**src/rtl/serial_sub.sv**
```systemverilog
// Bit-serial subtractor d = a - b - bin, LSB first, one bit per clock with a single borrow flop.
// Optional signed-overflow output enabled by defining SERIAL_SUB_OVF_EN.
module serial_sub #(
    parameter int WIDTH = 4
) (
    input  logic             clk,
    input  logic             rst,
    input  logic             start,
    input  logic [WIDTH-1:0] a,
    input  logic [WIDTH-1:0] b,
    input  logic             bin,
    output logic             busy,
    output logic             done,
    output logic [WIDTH-1:0] d,
    output logic             bout
`ifdef SERIAL_SUB_OVF_EN
    ,
    output logic             ovf
`endif
);

    localparam int CW = $clog2(WIDTH + 1);

    typedef enum logic {IDLE, RUN} state_t;

    state_t           state;
    state_t           state_nxt;
    logic [CW-1:0]    cnt;
    logic [WIDTH-1:0] a_sh;
    logic [WIDTH-1:0] b_sh;
    logic [WIDTH-2:0] res_sh;
    logic [WIDTH-1:0] res_nxt;
    logic             br;
    logic             diff;
    logic             br_nxt;
    logic             last;

`ifdef SERIAL_SUB_OVF_EN
    logic a_msb;
    logic b_msb;
`endif

    assign diff    = a_sh[0] ^ b_sh[0] ^ br;
    assign br_nxt  = (~a_sh[0] & b_sh[0]) | (~(a_sh[0] ^ b_sh[0]) & br);
    // Result fills from the MSB; after WIDTH shifts bit 0 lands at the LSB.
    assign res_nxt = {diff, res_sh};
    assign last    = (state == RUN) && (cnt == CW'(WIDTH - 1));

    always_ff @(posedge clk) begin
        if (rst) begin
            state <= IDLE;
        end else begin
            state <= state_nxt;
        end
    end

    always_comb begin
        state_nxt = state;
        if (state == IDLE) begin
            if (start) begin
                state_nxt = RUN;
            end
        end else if (last) begin
            state_nxt = IDLE;
        end
    end

    always_comb begin
        busy = (state == RUN);
    end

    always_ff @(posedge clk) begin
        if (rst) begin
            cnt    <= '0;
            a_sh   <= '0;
            b_sh   <= '0;
            res_sh <= '0;
            br     <= 1'b0;
            done   <= 1'b0;
            d      <= '0;
            bout   <= 1'b0;
`ifdef SERIAL_SUB_OVF_EN
            a_msb  <= 1'b0;
            b_msb  <= 1'b0;
            ovf    <= 1'b0;
`endif
        end else begin
            done <= 1'b0;
            if (state == IDLE) begin
                if (start) begin
                    a_sh <= a;
                    b_sh <= b;
                    br   <= bin;
                    cnt  <= '0;
`ifdef SERIAL_SUB_OVF_EN
                    a_msb <= a[WIDTH-1];
                    b_msb <= b[WIDTH-1];
`endif
                end
            end else begin
                a_sh   <= a_sh >> 1;
                b_sh   <= b_sh >> 1;
                res_sh <= res_nxt[WIDTH-1:1];
                br     <= br_nxt;
                cnt    <= cnt + CW'(1);
                if (last) begin
                    d    <= res_nxt;
                    bout <= br_nxt;
                    done <= 1'b1;
`ifdef SERIAL_SUB_OVF_EN
                    ovf  <= (a_msb != b_msb) && (diff != a_msb);
`endif
                end
            end
        end
    end

endmodule

```
**config.mk**
```make
export PLATFORM = sky130hd
export DESIGN_NAME = serial_sub
export DESIGN_NICKNAME = d
export VERILOG_FILES = /design/src/rtl/serial_sub.sv
export SDC_FILE = /design/constraint.sdc
export NUM_CORES = 1
export LEC_CHECK = 0
export CORE_MARGIN = 1.5
export CORE_UTILIZATION = 44
export CTS_CLUSTER_DIAMETER = 30
export DETAILED_ROUTE_END_ITERATION = 7
export MAX_ROUTING_LAYER = met4
export PLACE_DENSITY = 0.78
export SLEW_MARGIN = 20
export SYNTH_ARGS = -nofsm -noshare
export SYNTH_HDL_FRONTEND = slang
export SYNTH_SLANG_ARGS = --single-unit
```
**constraint.sdc**
```tcl
create_clock -name clk -period 1.3 [get_ports clk]
set_clock_uncertainty 0.05 [all_clocks]
set_input_delay 0.26 -clock clk [delete_from_list [all_inputs] [get_ports clk]]
set_output_delay 0.26 -clock clk [all_outputs]
set_load 0.03 [all_outputs]
```
==> results of run 1 <==
-- worst paths after layout --
path / slack [ns] / depth (start not counted) / to / startpoint
worst max register to register: 0.05 / 4 / busy / cnt[0]
worst min register to register: 0.44 / 2 / d[2] / res_sh[2]
worst min-delay path: 0.44 / 2 / d[2] / res_sh[2]
worst max-delay path: 0.05 / 4 / busy / cnt[0]
-- power groups by stage --
stage | clock (uW) | sequential, uW | combinational, uW
after CTS | 311 | 729 | 190
final | 293 | 730 | 190
after global routing | 338 | 736 | 209
after detailed placement | 0 | 744 | 188
after global placement | 0 | 742 | 183
after floorplan | 0 | 743 | 114
-- registers in the layout (all words and copies together), names as in the netlist --
register / flops
a_sh: 4
b_sh: 4
d: 4
cnt: 3
res_sh: 3
bout: 1
br: 1
busy: 1
done: 1
-- what timing repair did --
action / CTS / global route
endpoints found under the setup margin: 7 / 5
pin swaps: 0 / 1
cloned: 0 / 0
gates resized for setup: 4 / 4
-- cells by family after synthesis --
logic type	after synthesis
AOI/OAI and AO/OA	22
buffers and inverters	11
adders and majority gates	3
muxes	12
DFF	22
and+or+nand+nor	24
-- per-layer routing --
metal	vias to the layer above	global-route usage [%]
met5	-	-
li1	372	-
met3	4	2.73
met2	10	22.0
met1	334	20.7
met4	0	8.33
-- placed cells by master, fill, tap and decap left out, drive strengths merged --
master	netlist	layout
a21oi	9	9
dfxtp	22	22
inv	4	4
nor2b	6	6
a311oi	1	1
clkdlybuf4s50	0	11
a211oi	7	7
nand2	2	2
ha	2	2
nor3	2	2
mux2i	12	12
nand2b	2	2
nor2	5	5
buf	7	14
a21o	1	1
nand3	4	4
fa	1	1
or3b	3	3
clkbuf	0	3
clkdlybuf4s15	0	1
a21bo	4	4
-- stage by stage --
step	util [%]	cell area [sq um]
6_report	61.1	1220
5_1_grt	61.1	1220
4_1_cts	60.2	1200
3_5_place_dp	58.9	1180
3_3_place_gp	58.9	1180
2_1_floorplan	-	953
-- cell type report --
class,count,area (sq um),area share (%)
Inverter,4,15.0,1.23
Sequential cell,22,443,36.2
Multi-Input combinational cell,61,470,38.4
Timing Repair Buffer,26,239,19.5
Clock buffer,3,22.5,1.84
Tap cell,27,33.8,2.76
-- worst reg2reg max path: cells and delay by family (launching register included) --
kind,cells,cell delay [ns]
AOI/OAI and AO/OA,1,0.21
DFF,1,0.34
buffers and inverters,1,0.14
adders and majority gates,2,0.43
==> impl_results.md, run 1 <==
- Status: complete, no violations
- Bufs and invs on worst path: 1
- CP delay by family, top: adder cells
- Prevailing post-synth register cell: dfxtp_1
- Initial core utilization: 47.6%
- Sw Pwr: 295 uW
- Placed insts: 140
- Antenna cells: 0
- Slew @ Worst Pin: 0.237 ns
- GRT Residual Overflow: 0
- WHS: 0.444 ns
- Core area: 2000 sq um
- CTS max path bufs: 2
- FMAX: 0.803 GHz
- TritonCTS clock tree: built
- # setup viols final: 0
- Number of enable flip-flop cells after synthesis: 0
- Rows: 16
- Die X: 49.6 um
- DRC violations left: 0
- Slowest cell on crit path: dfxtp_1
- Detailed-route wire length: 1.73 mm
- Critical path's largest stage delay: 0.34 ns
- Sequential-to-total area share from yosys stat: 46.2%
- Simple-gate share of the synthesized area: 13.9%
- Worst-path clk slew: 0.11 ns
- XOR/XNOR share of the synthesized area: 0%
- Worst setup margin: 0.0549 ns
- Type of element launching the critical path: flop
- Num CTS Buffers: 3
- Gpl congestion: 0.726
- Vias: 720
- Worst-Skew Late Latency: 0.30 ns
- Slew HR: 84.2%
- Most frequent cells after synthesis: 22 x dfxtp_1, 12 x mux2i_1, 9 x a21oi_1
- HPWL after DPL: 1.24 mm
- Final #Nets: 133
- Top sig layer: met4
- Sw Share: 24.3%
- WL met3: 42 um
- Clock Sinks: 22
- Detailed Routing Iterations Pass 1: 3
- Crit. End Element: flop
- Slew Limit Fails: 0
- Setup_tns: 0 ns
- Metal-1 WL: 829 um
- Int Pwr: 919 uW
- PortBufs: 18
- Worst Path Arrival: 1.41 ns
- Top-count cell post-synth: dfxtp_1
- Hold_buf cts: 0
- CP max FO: 11
- Synth top area cells: dfxtp_1 46%, mux2i_1 13%, a211oi_1 5.5%
- Tot Pwr: 1210 uW
- RSZ-0062 raised after global routing: false
- IO Pins: 19
- Synth cell types: 21
- Fin crit period: 1.25 ns
- Area of the mapped netlist: 953 sq um
- #FFs+latches synth: 22
- Syn Inst Count: 94
- CP required: 1.47 ns
- Die height: 49.6 um
- Fillers: 181
- Combinational Power Share: 15.7%
- Syn Nets: 109
- Largest net degree at the start of global routing: 13
- First-pass GRT wire length: 2.82 mm
- Final period utilization: 95.8%
- Htree depth: 1
- Total track usage: 15.4%
- Asr flop ratio synth: 0%
- Clock Power Share: 24.2%
- Initial antenna violation count: 0
- Antenna viol nets, final: 0
- Finished Layout Cells: 143
- Leakage power: 0.000496 uW
- Endpoints failing hold: 0
- Post-synth top area share: 46.2%
- Cell-by-cell trace of the critical path: ha_1 > ha_4 > buf_4 > a211oi_1
- Worst vdd ir: 0.788 mV
- Pre-CTS setup slack: -0.179 ns
- Post-DR wirelength/cell: 12.1 um
- Clk root buf: clkbuf_4
- Die area: 2460 sq um
- Vias in the first global route: 623
- Postcts setup bufs: 0
- Met2 WL: 831 um
- Max-Cap Viols: 0
- Proportion of synthesized area in mux cells: 12.6%
- Hold Path Class: reg2reg
- Synthesis Warnings: 0
- Share of layout cells above drive strength 1: 22.4%
- Largest family of logic cells by synthesized area: compound AO/OA/AOI/OAI gates
- Synth Area in Compound Gates: 16.1%
- Vias/cell: 5.03
- Adder-cell area share of the yosys netlist: 4.72%
- Area delta synth->final: 28.3%
- Critical path class: reg2reg
- Leading area contributor after synthesis: dfxtp_1
- Register share of total power: 60.2%
- Synth Area per Inst: 10.1 sq um
- Drt initial violations: 7
- Pwr Density: 992 nW/um^2
Note: power is estimated with default switching activity, not from simulation.
==> run 2, diff against run 1 <==
--- a/config.mk
+++ b/config.mk
@@ -5,8 +5,10 @@
 export SDC_FILE = /design/constraint.sdc
 export NUM_CORES = 1
 export LEC_CHECK = 0
+export CELL_PAD_IN_SITES_DETAIL_PLACEMENT = 0
+export CELL_PAD_IN_SITES_GLOBAL_PLACEMENT = 1
 export CORE_MARGIN = 1.5
-export CORE_UTILIZATION = 44
+export CORE_UTILIZATION = 34
 export CTS_CLUSTER_DIAMETER = 30
 export DETAILED_ROUTE_END_ITERATION = 7
 export MAX_ROUTING_LAYER = met4
==> impl_results.md, run 2 (synthesis results as in run 1) <==
- Status: complete, no violations (unchanged)
- Type of element launching the critical path: flop (unchanged)
- GRT Residual Overflow: 0 (unchanged)
- Slew Limit Fails: 0 (unchanged)
- Gpl congestion: 0.686 (was 0.726)
- Hold Path Class: reg2reg (unchanged)
- Num CTS Buffers: 3 (unchanged)
- Sw Pwr: 305 uW (was 295 uW)
- Drt initial violations: 6 (was 7)
- Int Pwr: 951 uW (was 919 uW)
- IO Pins: 19 (unchanged)
- Rows: 19 (was 16)
- Top cell by count, worst path: ha_4
- Vias in the first global route: 676 (was 623)
- Die height: 56.0 um (was 49.6 um)
- Initial core utilization: 35.2% (was 47.6%)
- Core area: 2710 sq um (was 2000 sq um)
- Cell-by-cell trace of the critical path: ha_4 > ha_4 > buf_6 > a21bo_2 > a21oi_2 (was ha_1 > ha_4 > buf_4 > a211oi_1)
- Vias: 747 (was 720)
- CP delay by family, top: flip-flops (was adder cells)
- R2R Path Start: cnt[1] (was cnt[0])
- Setup_tns: 0 ns (unchanged)
- Clock Power Share: 23.0% (was 24.2%)
- Initial antenna violation count: 0 (unchanged)
- Leakage power: 0.000545 uW (was 0.000496 uW)
- Slew @ Worst Pin: 0.236 ns (was 0.237 ns)
- Area delta synth->final: 42.0% (was 28.3%)
- Crit. End Element: flop (unchanged)
- CP max FO: 6 (was 11)
- Antenna cells: 0 (unchanged)
- Total track usage: 12.3% (was 15.4%)
- Worst hold stages: 2 (unchanged)
- Worst-path clk slew: 0.12 ns (was 0.11 ns)
- Final period utilization: 97.2% (was 95.8%)
- Critical path's largest stage delay: 0.36 ns (was 0.34 ns)
- CTS max path bufs: 2 (unchanged)
- Die area: 3130 sq um (was 2460 sq um)
- Hold_buf cts: 0 (unchanged)
- PortBufs: 18 (unchanged)
- Sw Share: 24.3% (about the same)
- Worst R2R Setup Slack: 0.04 ns (was 0.05 ns)
- Slew HR: 84.2% (about the same)
- Vias/cell: 4.85 (was 5.03)
- Worst Path Arrival: 1.44 ns (was 1.41 ns)
- FMAX: 0.792 GHz (was 0.803 GHz)
- First-pass GRT wire length: 2.95 mm (was 2.82 mm)
- Worst vdd ir: 0.576 mV (was 0.788 mV)
- R2R cell count: 5 (was 4)
- CP required: 1.48 ns (was 1.47 ns)
- Setup crit start: cnt[1] (was cnt[0])
- Endpoints failing hold: 0 (unchanged)
- Detailed-route wire length: 1.96 mm (was 1.73 mm)
- Clk root buf: clkbuf_4 (unchanged)
- Final #Nets: 140 (was 133)
- Hold Path Origin: res_sh[0] (was res_sh[2])
- Cell Area, Placed: 1200 sq um (was 1180 sq um)
- Biggest regs: a_sh (4), b_sh (4), d (4) (unchanged)
- Bufs and invs on worst path: 1 (unchanged)
- Critical path class: reg2reg (unchanged)
- Detailed Routing Iterations Pass 1: 4 (was 3)
- Antenna viol nets, final: 0 (unchanged)
- Worst-Skew Late Latency: 0.29 ns (was 0.30 ns)
- Reg2reg end: d[2] (was busy)
- Die X: 56.0 um (was 49.6 um)
- Pwr Density: 928 nW/um^2 (was 992 nW/um^2)
- Slowest cell on crit path: dfxtp_2 (was dfxtp_1)
- HPWL after DPL: 1.30 mm (was 1.24 mm)
- RSZ-0062 raised after global routing: false (unchanged)
- TritonCTS clock tree: built (unchanged)
- Post-DR wirelength/cell: 12.8 um (was 12.1 um)
- Design Area, Final: 1350 sq um (was 1220 sq um)
- Max-Cap Viols: 0 (unchanged)
- WHS: 0.443 ns (was 0.444 ns)
- Share of layout cells above drive strength 1: 34.1% (was 22.4%)
- Hold EP: d[0] (was d[2])
- Register share of total power: 58.2% (was 60.2%)
- Combinational Power Share: 18.8% (was 15.7%)
- Htree depth: 1 (unchanged)
- # setup viols final: 0 (unchanged)
- DRC violations left: 0 (unchanged)
- Most frequent cells in the layout: 17 x dfxtp_1, 17 x buf_4, 12 x mux2i_1, 11 x clkdlybuf4s50_1, 7 x a21oi_1 (was 20 x dfxtp_1, 13 x buf_4, 12 x mux2i_1, 11 x clkdlybuf4s50_1, 9 x a21oi_1)
- Fin crit period: 1.26 ns (was 1.25 ns)
- Largest net degree at the start of global routing: 28 (was 13)
- Clock Sinks: 22 (unchanged)
## run 2: cell types whose count changed in the layout (fill, tap and decap cells not counted), moves of 2 or more
cell / delta
a21oi_1: -2
dfxtp_1: -3
buf_4: +4
dfxtp_2: +2
a21oi_2: +2
buf_6: +2
## run 2: worst max path at each step
| stage | end | depth (start not counted) |
|---|---|---|
| after floorplan | d[1] | 5 |
| after global placement | br | 4 |
| after detailed placement | b_sh[1] | 4 |
| after CTS | busy | 2 |
| after global routing | d[3] | 4 |
| final | d[2] | 5 |
## run 2: layer usage
| layer | up-vias | GRT usage (%) | part of all wire, % |
|---|---|---|---|
| met5 | - | - | 0 |
| met4 | 0 | 4.08 | 0.97 |
| met3 | 2 | 2.09 | 2.7 |
| met2 | 9 | 20.4 | 48 |
| met1 | 349 | 15.3 | 48 |
| li1 | 387 | - | - |
## run 2: through the flow
step                setup WS, ns  util (%)  instances  total power, uW
finish                    0.0369      50.0        154             1260
global route            0.000763      50.0        154             1320
CTS                      0.00291      46.1        149             1240
detailed placement        -0.174      44.1        146              938
global placement          -0.141      44.1        146              930
floorplan                 0.0269         -         94              857
## run 2: tightest hold or removal path: cells and delay by family, from the launching register on
family / cells / cell delay [ns]
DFF: 1 / 0.33
AOI/OAI and AO/OA: 1 / 0.06
and+or+nand+nor: 1 / 0.08
## run 2: repair_timing
action                                  4_1_cts  5_1_grt
buffers inserted                              0        4
cloned                                        0        1
pin swaps                                     0        2
resized for setup                             7       16
endpoints found under the setup margin        8        6
endpoints found under the hold margin         0        0
## run 2: power groups by stage
stage	combinational [uW]	clock [uW]	sequential (uW)
2_1_floorplan	114	0	743
3_3_place_gp	190	0	740
3_5_place_dp	197	0	741
4_1_cts	206	304	727
5_1_grt	260	328	734
6_report	236	289	730
## run 2: layout make-up
class | count | area [sq um]
Tap cell | 31 | 38.8
Timing Repair Buffer | 33 | 325
Inverter | 4 | 15.0
Clock buffer | 3 | 22.5
Multi-Input combinational cell | 61 | 503
Sequential cell | 22 | 449
Fill cell | 272 | 1360
==> run 3, diff against run 2 <==
--- a/config.mk
+++ b/config.mk
@@ -10,6 +10,7 @@
 export CORE_MARGIN = 1.5
 export CORE_UTILIZATION = 34
 export CTS_CLUSTER_DIAMETER = 30
+export CTS_CLUSTER_SIZE = 10
 export DETAILED_ROUTE_END_ITERATION = 7
 export MAX_ROUTING_LAYER = met4
 export PLACE_DENSITY = 0.78
==> results of run 3 <==
Final layout, timing and power as in run 2 (identical DEF).
